<file path="config.mk">
export PLATFORM = sky130hd
export DESIGN_NAME = add_seq8
export DESIGN_NICKNAME = d
export VERILOG_FILES = /design/src/rtl/alu_seq_pkg.sv /design/src/rtl/add_seq8_add8.sv /design/src/rtl/add_seq8.sv
export SDC_FILE = /design/constraint.sdc
export NUM_CORES = 1
export LEC_CHECK = 0
export CAP_MARGIN = 20
export CORE_ASPECT_RATIO = 0.6
export CORE_MARGIN = 5
export CORE_UTILIZATION = 30
export DETAILED_ROUTE_END_ITERATION = 8
export HOLD_SLACK_MARGIN = 0.06
export PLACE_DENSITY = 0.59
export SYNTH_ARGS = -nofsm -noshare
export SYNTH_HDL_FRONTEND = slang
export SYNTH_SLANG_ARGS = --single-unit
</file>
<file path="constraint.sdc">
create_clock -name clk -period 3.58 [get_ports clk]
set_input_delay 0.537 -clock clk [delete_from_list [all_inputs] [get_ports clk]]
set_output_delay 0.537 -clock clk [all_outputs]
set_load 0.05 [all_outputs]
</file>
<file path="src/rtl/alu_seq_pkg.sv">
// Shared definitions for the byte-serial add/subtract unit.
package alu_seq_pkg;

  localparam int BYTE_W = 8;

  // Sequencer states; encoding is fixed so it can be decoded elsewhere.
  typedef enum logic [1:0] {
    IDLE = 2'd0,
    RUN  = 2'd1,
    DONE = 2'd2
  } state_t;

endpackage

</file>
<file path="src/rtl/add_seq8_add8.sv">
// 8-bit carry-lookahead slice: two 4-bit lookahead groups with a group-level
// carry skip, so the carry out never ripples through individual bits.
module add8 (
  input  logic [7:0] a,
  input  logic [7:0] b,
  input  logic       c_1,
  output logic [7:0] s,
  output logic       c7
);

  logic [7:0] g, p, c;
  logic [1:0] gg, gp;

  // Bit generate/propagate, in-group carries and group carry-out.
  always_comb begin
    g = a & b;
    p = a ^ b;
    c = '0;

    c[0] = c_1;
    c[1] = g[0] | (p[0] & c_1);
    c[2] = g[1] | (p[1] & g[0]) | (p[1] & p[0] & c_1);
    c[3] = g[2] | (p[2] & g[1]) | (p[2] & p[1] & g[0]) | (p[2] & p[1] & p[0] & c_1);
    gg[0] = g[3] | (p[3] & g[2]) | (p[3] & p[2] & g[1]) | (p[3] & p[2] & p[1] & g[0]);
    gp[0] = &p[3:0];

    c[4] = gg[0] | (gp[0] & c_1);
    c[5] = g[4] | (p[4] & c[4]);
    c[6] = g[5] | (p[5] & g[4]) | (p[5] & p[4] & c[4]);
    c[7] = g[6] | (p[6] & g[5]) | (p[6] & p[5] & g[4]) | (p[6] & p[5] & p[4] & c[4]);
    gg[1] = g[7] | (p[7] & g[6]) | (p[7] & p[6] & g[5]) | (p[7] & p[6] & p[5] & g[4]);
    gp[1] = &p[7:4];

    s  = p ^ c;
    c7 = gg[1] | (gp[1] & gg[0]) | (gp[1] & gp[0] & c_1);
  end

endmodule

</file>
<file path="src/rtl/add_seq8.sv">
// Byte-serial WIDTH-bit add/subtract: one add8 slice, LSB byte first,
// inter-byte carry held in a flop. Valid/ready on both sides, no overlap
// between an op in flight and the next accept.
module add_seq8
  import alu_seq_pkg::*;
#(
  parameter int WIDTH = 32
) (
  input  logic             clk,
  input  logic             rst,
  input  logic             in_valid,
  output logic             in_ready,
  input  logic [WIDTH-1:0] a,
  input  logic [WIDTH-1:0] b,
  input  logic             sub,
  output logic             out_valid,
  input  logic             out_ready,
  output logic [WIDTH-1:0] sum,
  output logic             cout,
  output logic             ovf,
  output logic             zero,
  output logic             busy
);

  localparam int NB = WIDTH / BYTE_W;
  localparam int IW = (NB > 1) ? $clog2(NB) : 1;
  localparam logic [IW-1:0] LAST = IW'(NB - 1);

  state_t            state, state_nx;
  logic [WIDTH-1:0]  a_r, b_r;
  logic              carry, zacc;
  logic [IW-1:0]     idx;
  logic [BYTE_W-1:0] sa, sb, s;
  logic              c7;
  logic              accept, last;

  add8 u_add8 (
    .a   (sa),
    .b   (sb),
    .c_1 (carry),
    .s   (s),
    .c7  (c7)
  );

  // State register.
  always_ff @(posedge clk or posedge rst) begin
    if (rst) state <= IDLE;
    else     state <= state_nx;
  end

  // Next state and handshake outputs.
  always_comb begin
    state_nx  = state;
    in_ready  = 1'b0;
    out_valid = 1'b0;
    busy      = (state != IDLE);
    accept    = 1'b0;
    last      = (idx == LAST);
    case (state)
      IDLE: begin
        in_ready = 1'b1;
        accept   = in_valid;
        if (in_valid) state_nx = RUN;
      end
      RUN: begin
        if (last) state_nx = DONE;
      end
      DONE: begin
        out_valid = 1'b1;
        if (out_ready) state_nx = IDLE;
      end
      default: state_nx = IDLE;
    endcase
  end

  // Byte select feeding the slice.
  always_comb begin
    sa = '0;
    sb = '0;
    for (int i = 0; i < NB; i++) begin
      if (idx == IW'(i)) begin
        sa = a_r[i*BYTE_W +: BYTE_W];
        sb = b_r[i*BYTE_W +: BYTE_W];
      end
    end
  end

  // Operand capture, per-byte result write-back and final flags.
  // b is stored pre-inverted for subtract so the slice only ever adds; the
  // initial carry of 1 completes the two's complement.
  always_ff @(posedge clk or posedge rst) begin
    if (rst) begin
      a_r   <= '0;
      b_r   <= '0;
      carry <= 1'b0;
      zacc  <= 1'b0;
      idx   <= '0;
      sum   <= '0;
      cout  <= 1'b0;
      ovf   <= 1'b0;
      zero  <= 1'b0;
    end else if (accept) begin
      a_r   <= a;
      b_r   <= b ^ {WIDTH{sub}};
      carry <= sub;
      zacc  <= 1'b1;
      idx   <= '0;
    end else if (state == RUN) begin
      for (int i = 0; i < NB; i++)
        if (idx == IW'(i)) sum[i*BYTE_W +: BYTE_W] <= s;
      carry <= c7;
      zacc  <= zacc & (s == '0);
      // Hold on the last byte so idx never leaves 0..NB-1 for non-power-of-2 NB.
      idx   <= last ? idx : idx + IW'(1);
      if (last) begin
        cout <= c7;
        zero <= zacc & (s == '0);
        ovf  <= (a_r[WIDTH-1] == b_r[WIDTH-1]) & (s[BYTE_W-1] != a_r[WIDTH-1]);
      end
    end
  end

endmodule

</file>
==> metrics.cfg <==
[outcome]
status = completed

[synthesis]
synth_cell_types = 37
yosys.area_share.xor_xnor_pct = 6.52
syn_avg_cell_area_um2 = 10.0
yosys.area_share.simple_pct = 12.2
synth_fa_ha_area_share_pct = 3.72
synth_mux_area_share_pct = 8.16
netlist_area_um2 = 5110
ys_ff_latch = 105
syn_inst = 510
yosysWarnings = 0
synth_compound_area_share_pct = 14.8
synth_nets = 593
synth_top_family_by_area = compound AO/OA/AOI/OAI gates
ys_seq_area_share_pct = 51.4

[global_routing]
grt_antenna_before_repair = 0
grt_max_degree = 67
grt_pass1_vias = 4013
grt.total_usage_pct = 14.6
grt_pass1_wl_mm = 22.6
gr-total-overflow = 0

[layout]
insertedDiodeCount = 0
layout.area.seq_um2 = 2630
nNetsFinal = 692
multi_input_area_um2 = 2340
nFillCells = 1631
final_util_pct = 41.0
layout_common_cells = dfrtp_1 (105), clkdlybuf4s50_1 (105), nand2_1 (99), o21ai_0 (75), a21oi_1 (42)
finish.instance_area_um2 = 6760
syn2layout_area_growth_pct = 32.3
drive_gt1_share_pct = 12.9

[floorplanning]
die_y_um = 111
fp.dieArea_um2 = 19800
die_w_um = 178
rows = 36
initial_core_util_pct = 31.0
core_um2 = 16500
ios = 107

[power_and_ir_drop]
p_int_mw = 3.94
clock_power_share_pct = 12.5
swShare_pct = 46.7
pwr-share-comb_pct = 58.2
total_power_mw = 7.40
p_leak_nw = 2.80
ir_drop_mv = 0.453
p_per_area_nw_per_um2 = 1100
switching_power_mw = 3.46
seq_power_share_pct = 29.4

[timing]
max_freq_ghz = 0.297
timing.final.crit_share_pct = 94.1
drv_slew = 0
finClkSkew_ns = 0.00844
setup_tns_ns = 0
slew_headroom_pct = 38.9
hold_violations = 0
finalCriticalPeriod_ns = 3.37
finalSetupViolCount = 0
worst_pin_slew_ns = 0.916

[detailed_routing]
vias_per_cell = 4.65
totalWireLength_mm = 14.1
vias = 3911
initialDrtViolationCount = 316
postRouteAntennaNets = 0
drc = 0
drt_pass1_iterations = 4
routedWlPerCell_um = 16.7

[cts]
cts.clk_slew.worst_paths_ns = 0.07
cts_tree = built
cts_max_path_buffers = 2
clock_latency_ns = 0.35
numCtsBuffers = 9
clock_sinks = 105
holdBufCountCts = 0
htreeDepth = 3
root_buffer = clkbuf_16

[hold_path]
hp-start = sum[11]
hold_class = register to register
whs_endpoint = sum[11]
min_path_cells = 2

[worst_setup_path]
path_buf_inv = 2
path_cells = inv_1 > ha_1 > buf_4 > nand3b_1 > a21oi_1 > a21oi_1 > o21ai_1 > ha_1 > o21ai_1 > o21bai_2 > a21oi_1 > fa_2 > and4b_1 > nand4_1 > o21ai_0
reg2regPathDepth = 15
reg2reg_to = zacc
arrival_ns = 3.62
path_class = register to register
r2r-start = idx[0]
crit_required_ns = 3.83
end_kind = register
slowest_delay_ns = 0.63
worst-path-max-fanout = 7
critical-path-top-delay-family = adder cells
regToRegSetupSlack_ns = 0.21
crit_start = idx[0]
slowest_stage = fa_2
startpoint_type = register
crit_top_cell = a21oi_1

[placed_design]
dp_hpwl_mm = 10.8
place_congestion = 0.830
place.port_buffers = 106
placed_cell_area_um2 = 6450

[job]
maxCapViolations = 0

-- stage by stage --
step           hold WS [ns]  cells  worst slack, ns
4_1_cts               0.487    839           0.0400
5_1_grt               0.496    841         -0.00130
3_3_place_gp          0.469    824            0.227
3_5_place_dp          0.470    824           0.0344
6_report              0.483    841            0.212
2_1_floorplan         0.450    510            0.191
-- sequential cells by signal, indices dropped and copies added, names as in the netlist --
register,cells
a_r,32
b_r,32
carry,1
cout,1
idx,2
ovf,1
state,2
sum,32
zacc,1
zero,1
-- Yosys cell counts --
master / instances / area (um2)
mux2_2: 37 / 417
a21o_2: 1 / 8.76
nand2b_1: 4 / 25.0
and3_1: 1 / 6.26
a21boi_0: 1 / 7.51
a21o_1: 2 / 15.0
o21ai_1: 2 / 10.0
xnor2_1: 35 / 307
o21bai_2: 1 / 11.3
buf_2: 7 / 35.0
a211oi_2: 2 / 25.0
and2b_1: 1 / 7.51
nor3_1: 3 / 15.0
o21ai_0: 81 / 405
fa_1: 2 / 40.0
o31ai_1: 1 / 7.51
and4b_1: 1 / 10.0
ha_1: 12 / 150
inv_1: 5 / 18.8
nand2_1: 99 / 372
or3_1: 1 / 6.26
a21oi_1: 42 / 210
nor2_1: 6 / 22.5
nand4_1: 2 / 12.5
o211ai_1: 1 / 7.51
buf_4: 2 / 15.0
clkbuf_1: 24 / 90.1
nor4_1: 1 / 6.26
xor2_1: 3 / 26.3
a211o_1: 2 / 17.5
dfrtp_1: 105 / 2630
clkinv_1: 1 / 3.75
a21bo_2: 1 / 10.0
and2_1: 2 / 12.5
nand3b_1: 17 / 128
a221oi_1: 1 / 8.76
o21ba_2: 1 / 10.0
-- kinds of logic (layout without fill, tap and decap cells) --
kind of cell | count (synthesis) | after routing
buffers and inverters | 39 | 142
AND/OR/NAND/NOR | 138 | 138
flip-flops | 105 | 105
multiplexers | 37 | 37
adder cells (fa/ha/maj) | 14 | 14
XOR/XNOR | 38 | 38
AO/OA/AOI/OAI | 139 | 139
-- power by group through the flow --
stage / clock [mW] / sequential (mW) / combinational, mW
detailed placement: 0 / 2.19 / 4.24
global placement: 0 / 2.18 / 4.15
finish: 0.923 / 2.17 / 4.30
global route: 1.00 / 2.25 / 4.72
floorplan: 0 / 2.62 / 2.20
CTS: 0.947 / 2.18 / 4.26
-- layout make-up --
class                   instances  share of cell area [%]
inverters                       6                   0.370
repair buffers                121                    18.0
clock inverters                 5                   0.611
clock buffers                  10                    3.39
flip-flops and latches        105                    38.9
multi-input cells             366                    34.6
well taps                     228                    4.22
-- per-layer routing --
metal / vias up / GRT usage [%] / share of wire [%]
li1: 1935 / - / -
met1: 1864 / 23.3 / 53
met2: 101 / 19.5 / 39
met3: 11 / 4.26 / 7.3
met4: 0 / 2.61 / 0.70
met5: - / 0 / 0
-- tightest hold or removal path, cell delays in order (launching register included) --
cell and delay, ns:
dfrtp_1 0.34, nand2_1 0.05, o21ai_0 0.06
-- how the worst max path moves through the flow --
stage	end	slack, ns	depth (start not counted)
final	zacc	0.21	15
after global routing	zero	-0.001	15
after CTS	zacc	0.04	15
after detailed placement	zero	0.03	16
after global placement	zero	0.23	15
after floorplan	zero	0.19	17
-- timing repair --
action	4_1_cts	5_1_grt
buffers inserted	0	2
setup endpoints to repair	0	6
gates resized for setup	0	13
(Power assumes the default switching activity.)
